**src/rtl/ce_rdwr_pkg.sv**
```systemverilog
// Shared types and constants for the ce/wr/rd strobe responder.
// Holds the FSM state encoding, counter ceiling and legal read-latency range.
package ce_rdwr_pkg;

  typedef enum logic [1:0] {
    IDLE   = 2'd0,
    ACTIVE = 2'd1,
    ERROR  = 2'd2
  } state_t;

  localparam logic [7:0] ACC_MAX    = 8'd255;
  localparam int         RD_LAT_MIN = 1;
  localparam int         RD_LAT_MAX = 4;

endpackage

```
**src/rtl/ce_rdwr_rd_pipe.sv**
```systemverilog
// Fixed-latency read return path: RD_LAT-deep shift register of {valid, data}.
// Entries are never stalled; reset flushes every stage so in-flight reads vanish.
module ce_rdwr_rd_pipe
  import ce_rdwr_pkg::*;
#(
  parameter int DATA_W = 8,
  parameter int RD_LAT = 2
) (
  input  logic              clk,
  input  logic              rst,
  input  logic              in_vld,
  input  logic [DATA_W-1:0] in_dat,
  output logic              out_vld,
  output logic [DATA_W-1:0] out_dat
);

  if (RD_LAT < RD_LAT_MIN || RD_LAT > RD_LAT_MAX) begin : g_bad_lat
    $fatal(1, "ce_rdwr_rd_pipe: RD_LAT must be within 1..4");
  end

  logic              vld_q [RD_LAT];
  logic              vld_d [RD_LAT];
  logic [DATA_W-1:0] dat_q [RD_LAT];
  logic [DATA_W-1:0] dat_d [RD_LAT];

  always_comb begin
    vld_d[0] = in_vld;
    dat_d[0] = in_vld ? in_dat : '0;
    for (int i = 1; i < RD_LAT; i++) begin
      vld_d[i] = vld_q[i-1];
      dat_d[i] = dat_q[i-1];
    end
  end

  always_ff @(posedge clk or posedge rst) begin
    if (rst) begin
      for (int i = 0; i < RD_LAT; i++) begin
        vld_q[i] <= 1'b0;
        dat_q[i] <= '0;
      end
    end else begin
      for (int i = 0; i < RD_LAT; i++) begin
        vld_q[i] <= vld_d[i];
        dat_q[i] <= dat_d[i];
      end
    end
  end

  assign out_vld = vld_q[RD_LAT-1];
  assign out_dat = dat_q[RD_LAT-1];

endmodule

```
**src/rtl/ce_rdwr_responder.sv**
```systemverilog
// Memory-mapped responder for the ce/wr/rd strobe interface: register array, sticky
// wr/rd conflict error, fixed-latency read return, write ack and saturating access count.
module ce_rdwr_responder
  import ce_rdwr_pkg::*;
#(
  parameter int ADDR_W = 4,
  parameter int DATA_W = 8,
  parameter int RD_LAT = 2
) (
  input  logic              clk,
  input  logic              rst,
  input  logic              ce,
  input  logic              wr,
  input  logic              rd,
  input  logic [ADDR_W-1:0] addr,
  input  logic [DATA_W-1:0] wdata,
  output logic [DATA_W-1:0] rdata,
  output logic              rvalid,
  output logic              wack,
  output logic              err,
  output logic [7:0]        acc_cnt
);

  localparam int DEPTH = 1 << ADDR_W;

  state_t            state_q, state_d;
  logic [DATA_W-1:0] mem_q [DEPTH];
  logic [DATA_W-1:0] mem_d [DEPTH];
  logic              wack_q, wack_d;
  logic [7:0]        acc_cnt_q, acc_cnt_d;

  logic              conflict;
  logic              acc_wr;
  logic              acc_rd;
  logic              pipe_vld;
  logic [DATA_W-1:0] pipe_dat;

  // A conflict always lands in ERROR, so "not ERROR and exactly one strobe" is sufficient.
  always_comb begin
    conflict = ce && wr && rd;
    acc_wr   = ce && (state_q != ERROR) && wr && !rd;
    acc_rd   = ce && (state_q != ERROR) && rd && !wr;
  end

  always_comb begin
    state_d = state_q;
    case (state_q)
      IDLE: begin
        if (conflict)  state_d = ERROR;
        else if (ce)   state_d = ACTIVE;
      end
      ACTIVE: begin
        if (!ce)            state_d = IDLE;
        else if (conflict)  state_d = ERROR;
      end
      ERROR: begin
        if (!ce) state_d = IDLE;
      end
      default: state_d = IDLE;
    endcase
  end

  always_comb begin
    for (int i = 0; i < DEPTH; i++) mem_d[i] = mem_q[i];
    if (acc_wr) mem_d[addr] = wdata;
    wack_d    = acc_wr;
    acc_cnt_d = acc_cnt_q;
    if ((acc_wr || acc_rd) && (acc_cnt_q != ACC_MAX)) acc_cnt_d = acc_cnt_q + 8'd1;
  end

  always_ff @(posedge clk or posedge rst) begin
    if (rst) begin
      state_q   <= IDLE;
      wack_q    <= 1'b0;
      acc_cnt_q <= 8'd0;
      for (int i = 0; i < DEPTH; i++) mem_q[i] <= '0;
    end else begin
      state_q   <= state_d;
      wack_q    <= wack_d;
      acc_cnt_q <= acc_cnt_d;
      for (int i = 0; i < DEPTH; i++) mem_q[i] <= mem_d[i];
    end
  end

  // Read data is taken from the pre-edge array; a write can never share the same edge.
  ce_rdwr_rd_pipe #(
    .DATA_W (DATA_W),
    .RD_LAT (RD_LAT)
  ) u_rd_pipe (
    .clk     (clk),
    .rst     (rst),
    .in_vld  (acc_rd),
    .in_dat  (mem_q[addr]),
    .out_vld (pipe_vld),
    .out_dat (pipe_dat)
  );

  assign rvalid  = pipe_vld;
  assign rdata   = pipe_vld ? pipe_dat : '0;
  assign wack    = wack_q;
  assign err     = (state_q == ERROR);
  assign acc_cnt = acc_cnt_q;

endmodule
```
**config.mk**
```make
export PLATFORM = sky130hd
export DESIGN_NAME = ce_rdwr_responder
export DESIGN_NICKNAME = d
export VERILOG_FILES = /design/src/rtl/ce_rdwr_pkg.sv /design/src/rtl/ce_rdwr_rd_pipe.sv /design/src/rtl/ce_rdwr_responder.sv
export SDC_FILE = /design/constraint.sdc
export NUM_CORES = 1
export LEC_CHECK = 0
export BUFFER_PORTS_ARGS = -buffer_cell sky130_fd_sc_hd__buf_4
export CORE_MARGIN = 2
export CORE_UTILIZATION = 25
export DETAILED_ROUTE_END_ITERATION = 6
export PLACE_DENSITY = 0.48
export SYNTH_ARGS = -nofsm -noshare
export SYNTH_HDL_FRONTEND = slang
export SYNTH_SLANG_ARGS = --single-unit
```
**constraint.sdc**
```tcl
create_clock -name clk -period 7 [get_ports clk]
set_clock_uncertainty 0.15 [all_clocks]
set_input_delay 1.4 -clock clk [delete_from_list [all_inputs] [get_ports clk]]
set_output_delay 1.4 -clock clk [all_outputs]
set_load 0.03 [all_outputs]
```
# Yosys cells after proc, flatten, opt, wreduce, memory -nomap -nowiden
# Index checks and enable logic that the tools add are counted.
dict set report totals {
  reg_bits 157
  out_inout_bits 19
  wordCells 62
}
dict set report classes {
  add_sub_neg 1
  magnitude_cmp 2
  eq_ne 7
  n_mux 14
  n_bitwise 1
  reduce_logical 14
}
# operator count
set op_table {}
lappend op_table {{$bwmux 128} 1}
lappend op_table {{$mux 8} 5}
lappend op_table {{$bmux 8 s4} 1}
lappend op_table {{$demux 8 s4} 1}
lappend op_table {{$mux 2} 5}
lappend op_table {{$logic_and 1x1->1} 9}
lappend op_table {{$add 8x1->8 const B} 1}
lappend op_table {{$ne 8x8->1 const B} 1}
lappend op_table {{$ne 3x3->1 const B} 2}
lappend op_table {{$pmux 2 s3} 1}
lappend op_table {{$ge 5x5->1 const B} 1}
lappend op_table {{$lt 5x1->1 const B} 1}
lappend op_table {{$not 4->5} 1}
lappend op_table {{$ne 2x2->1 const B} 2}
lappend op_table {{$reduce_and 3->1} 1}
lappend op_table {{$eq 2x1->1 const B} 1}
lappend op_table {{$eq 2x2->1 const B} 1}
lappend op_table {{$logic_not 1->1} 2}
lappend op_table {{$logic_not 2->1} 1}
lappend op_table {{$logic_or 1x1->1} 1}

# Depth between registers and ports, before layout
dict set report depth {
  word_depth 6
  mapped_depth 6
  depth_no_buf 5
}

# By module
# Synthesis repeated with hierarchy kept, for this count alone.
dict set report hier_totals {
  cells_unflattened 455
  hier_area_um2 7021.7
}
# mod n_inst cells_per_inst area_each_um2 seq_area_each_um2
set by_module_without_submodules {}
lappend by_module_without_submodules {ce_rdwr_responder 1 428 6517.5 3478.3}
lappend by_module_without_submodules {ce_rdwr_rd_pipe 1 27 504.2 450.4}

# Worst setup path before layout
# No wires, ideal clock.
dict set report synth_path {
  kind {input -> register}
  startpoint {input addr[2]}
  endpoint {register mem_q[40] (netlist name)}
  setup_ns 0.125
  arrival_time_ns 2.597
  required_time_ns 6.725
  path_slack_ns 4.128
  cell_stages 5
  path_buffers 1
  cell_sequence {buf_4 > and2b_1 > nand4_4 > nor2_2 > mux2_2}
}
dict set report synth_between {
  elab_chain_len 6
  word_cells_on_any_way 7
}
# element line_no
set synth_rtl {}
lappend synth_rtl {{start: declaration} ce_rdwr_responder.sv:15} ;# input logic [ADDR_W-1:0] addr,
lappend synth_rtl {{$not 4->5 (implied by the code) (*)} ce_rdwr_responder.sv:65} ;# if (acc_wr) mem_d[addr] = wdata;
lappend synth_rtl {{$ge 5x5->1 (implied by the code) / $lt 5x1->1 (equally long branches)} ce_rdwr_responder.sv:65}
lappend synth_rtl {{$logic_and 1x1->1 (implied by the code)} ce_rdwr_responder.sv:65}
lappend synth_rtl {{$mux 8 (implied by the code)} ce_rdwr_responder.sv:65}
lappend synth_rtl {{$demux 8 s4 (*)} ce_rdwr_responder.sv:65}
lappend synth_rtl {{$bwmux 128 (*)} ce_rdwr_responder.sv:65}
lappend synth_rtl {{end: declaration} ce_rdwr_responder.sv:27} ;# logic [DATA_W-1:0] mem_q [DEPTH];
# Mark *: on every way between the ends. The rest lies on a longest branch, timed or not.
# A chain may end at the register's enable or synchronous reset.

==> impl_results.md <==
* Fin nets at 492
* Final setup violation count at 0
* Yosys reg bits at 157
* Slew of the pin with the lowest slew margin at 1.07 ns
* Net Sw Frac at 0.258
* DP Area at 7670 µm²
* Clock Power Share at 0.397
* Setup TNS at 0 ns
* Dominant cells by area after synthesis: dfrtp_1 (56%), mux2_2 (22%), mux4_2 (10%), nand4_4 (1.2%), mux2i_1 (1.1%)
* Hpwl dp at 10000 µm
* Yosys warns at 0
* Maximum clock path buffer count at 2
* Critical Path RT at 7.14 ns
* Share of cells above drive strength 1 at 0.538
* Mapped Area at 7060 µm²
* Tcrit/Tclk final at 0.465
* Primary FF master, synth: dfrtp_1
* Detail Route Antenna Nets at 0
* Placeable Area at 27800 µm²
* Adder-cell share of the synthesized area at 0.00177
* Gr usage total at 0.115
* Vias in the first global route at 4184
* Worst VDD drop at 168 µV
* CTS tree: built
* Top-count cell post-synth: dfrtp_1
* Via density per instance at 4.49
* NetSw at 603 µW
* Largest net degree at the start of global routing at 81
* Status: complete, no violations
* Die W at 172 µm
* Post-synthesis compound-gate area fraction at 0.0142
* DRT iter0 DRCs at 199
* Sequential Power Share at 0.467
* Sequential fraction of the synthesis area at 0.556
* Drt first pass iters at 4
* EDFF count, synth at 0
* Max-cap violations at 0
* Starting density of the core at 0.254
* Critical path endpoint category: flop
* PostCTS Resize Cnt at 0
* Largest family of logic cells by synthesized area: multiplexers
* TritonCTS Buffers at 17
* Yosys top cell area share at 0.556
* Pwr dens at 283 nW/µm²
* Post-synth top cells: dfrtp_1 (157), mux2_2 (137), mux4_2 (32)
* Comb pwr share at 0.137
* H-tree depth at 4
* Layout area overhead at 17.0%
* Routed WL per cell at 18.4 µm
* Syn avg cell area at 15.9 µm²
* Clk Tree Root Cell: clkbuf_16
* Yosys cell types at 33
* Mapped Cells at 444
* Cell taking the most area after synthesis: dfrtp_1
* DRT Wirelength at 15900 µm
* Post-route minimum period at 3.25 ns
* Reg clk slew, reported paths at 0.06 ns
* Hold bufs inserted after CTS at 0
* Clk_lat worst skew at 0.42 ns
* Top-level I/O count at 36
* WP data arrival at 3.39 ns
* First-pass GRT wire length at 25300 µm
* Vias at 3881
* Setup Crit Path Kind: in2reg
* Design area at 8260 µm²
* Syn nets at 462
* Asr flop ratio synth at 1.00
* Leak Pwr at 0.00371 µW
* DRC at 0
* Slew HR at 0.289
* Worst hold path type: reg2reg
* Die height at 172 µm
* Antenna cells at 0
* Crit path max fanout at 39
* Max-slew violations at 0
* Initial antenna violation count at 0
* Number of cell rows at 61
* Startpoint Class: primary input
* Postcts setup bufs at 0
* XOR/XNOR share of the synthesized area at 0.00992
* Final Hold Viols at 0
* Max Freq at 307 MHz
* Simple-Gate Fraction of Synth Area at 0.0645
* Mux cell area share after synthesis at 0.332
* Pint at 1740 µW
* PortBufs at 35
* CTS Sinks at 157
* Total grt overflow at 0
* Die ar. at 29600 µm²
* RSZ-0062 raised after global routing: false
* Routability cong. at 0.712
## state kept, by name (all words and copies together) (netlist names)
register           cells
u_rd_pipe.vld_d        1
u_rd_pipe.out_vld      1
mem_q                128
u_rd_pipe.dat_d        8
u_rd_pipe.out_dat      8
acc_cnt                8
state_q                2
wack                   1
## critical path, cell delays in order
cell and delay, ns:
buf_4 0.63, mux4_2 0.61, mux2_2 0.30, o21ai_0 0.28, a21oi_1 0.10
## layer usage
metal	share of wire	GRT usage	vias up
met2	0.47	0.184	60
met5	0	0	-
met1	0.48	0.155	2115
met4	0.013	0.0325	0
met3	0.035	0.0275	14
li1	-	-	1692
## cells in the final DEF, fill, tap and decap left out, types with 3 or more instances in the layout
cell,n
and2_1,10
xor2_1,7
nor2_4,4
nand3_1,4
mux2_2,137
inv_6,4
nor2_2,8
mux4_2,32
clkbuf_16,17
a21oi_1,8
nand2_1,3
nor3_4,4
nor3_1,3
mux2i_1,8
nand4_4,4
nor2_1,4
clkinvlp_4,3
nand2b_1,3
dfrtp_1,157
o21ai_0,9
buf_4,36
## cell type report
type / count / area, µm²
Sequential cell: 157 / 3930
Inverter: 3 / 16.3
Clock buffer: 20 / 457
Multi-Input combinational cell: 259 / 2980
Timing Repair Buffer: 36 / 270
Tap cell: 378 / 473
Clock inverter: 12 / 136
Fill cell: 2806 / 19500
## worst paths after layout
path	startpoint	to	slack [ns]	cells after the start
setup / recovery	addr[0]	u_rd_pipe.dat_d[7]$_DFF_PP0_	3.75	5
hold / removal	u_rd_pipe.dat_d[2]$_DFF_PP0_	u_rd_pipe.out_dat[2]$_DFF_PP0_	0.20	0
setup reg to reg	state_q[1]$_DFFE_PP0P_	mem_q[47]$_DFFE_PP0P_	4.62	4
hold reg to reg	u_rd_pipe.dat_d[2]$_DFF_PP0_	u_rd_pipe.out_dat[2]$_DFF_PP0_	0.20	0
max in group asynchronous	rst	mem_q[39]$_DFFE_PP0P_	4.17	3
min in group asynchronous	rst	acc_cnt[0]$_DFFE_PP0P_	0.95	2
## power by group through the flow
stage	sequential (µW)	clock (µW)	combinational (µW)
global route	1110	991	347
CTS	1090	949	327
finish	1090	928	319
global placement	1100	0	316
detailed placement	1110	0	326
floorplan	1110	0	217
## cell families after synthesis
kind of cell | count (synthesis)
XOR/XNOR | 8
AO/OA/AOI/OAI | 18
flip-flops | 157
adder cells (fa/ha/maj) | 1
multiplexers | 177
AND/OR/NAND/NOR | 55
buffers and inverters | 28
## through the flow
stage	setup slack (ns)	hold slack, ns	power, µW	std cells	utilization
2_1_floorplan	1.22	0.181	1330	444	-
3_3_place_gp	3.28	0.185	1420	833	0.276
3_5_place_dp	3.28	0.186	1430	833	0.276
4_1_cts	3.71	0.201	2370	865	0.297
5_1_grt	3.66	0.206	2440	865	0.297
6_report	3.75	0.198	2340	865	0.297
Power figures use the tool's default switching activity.
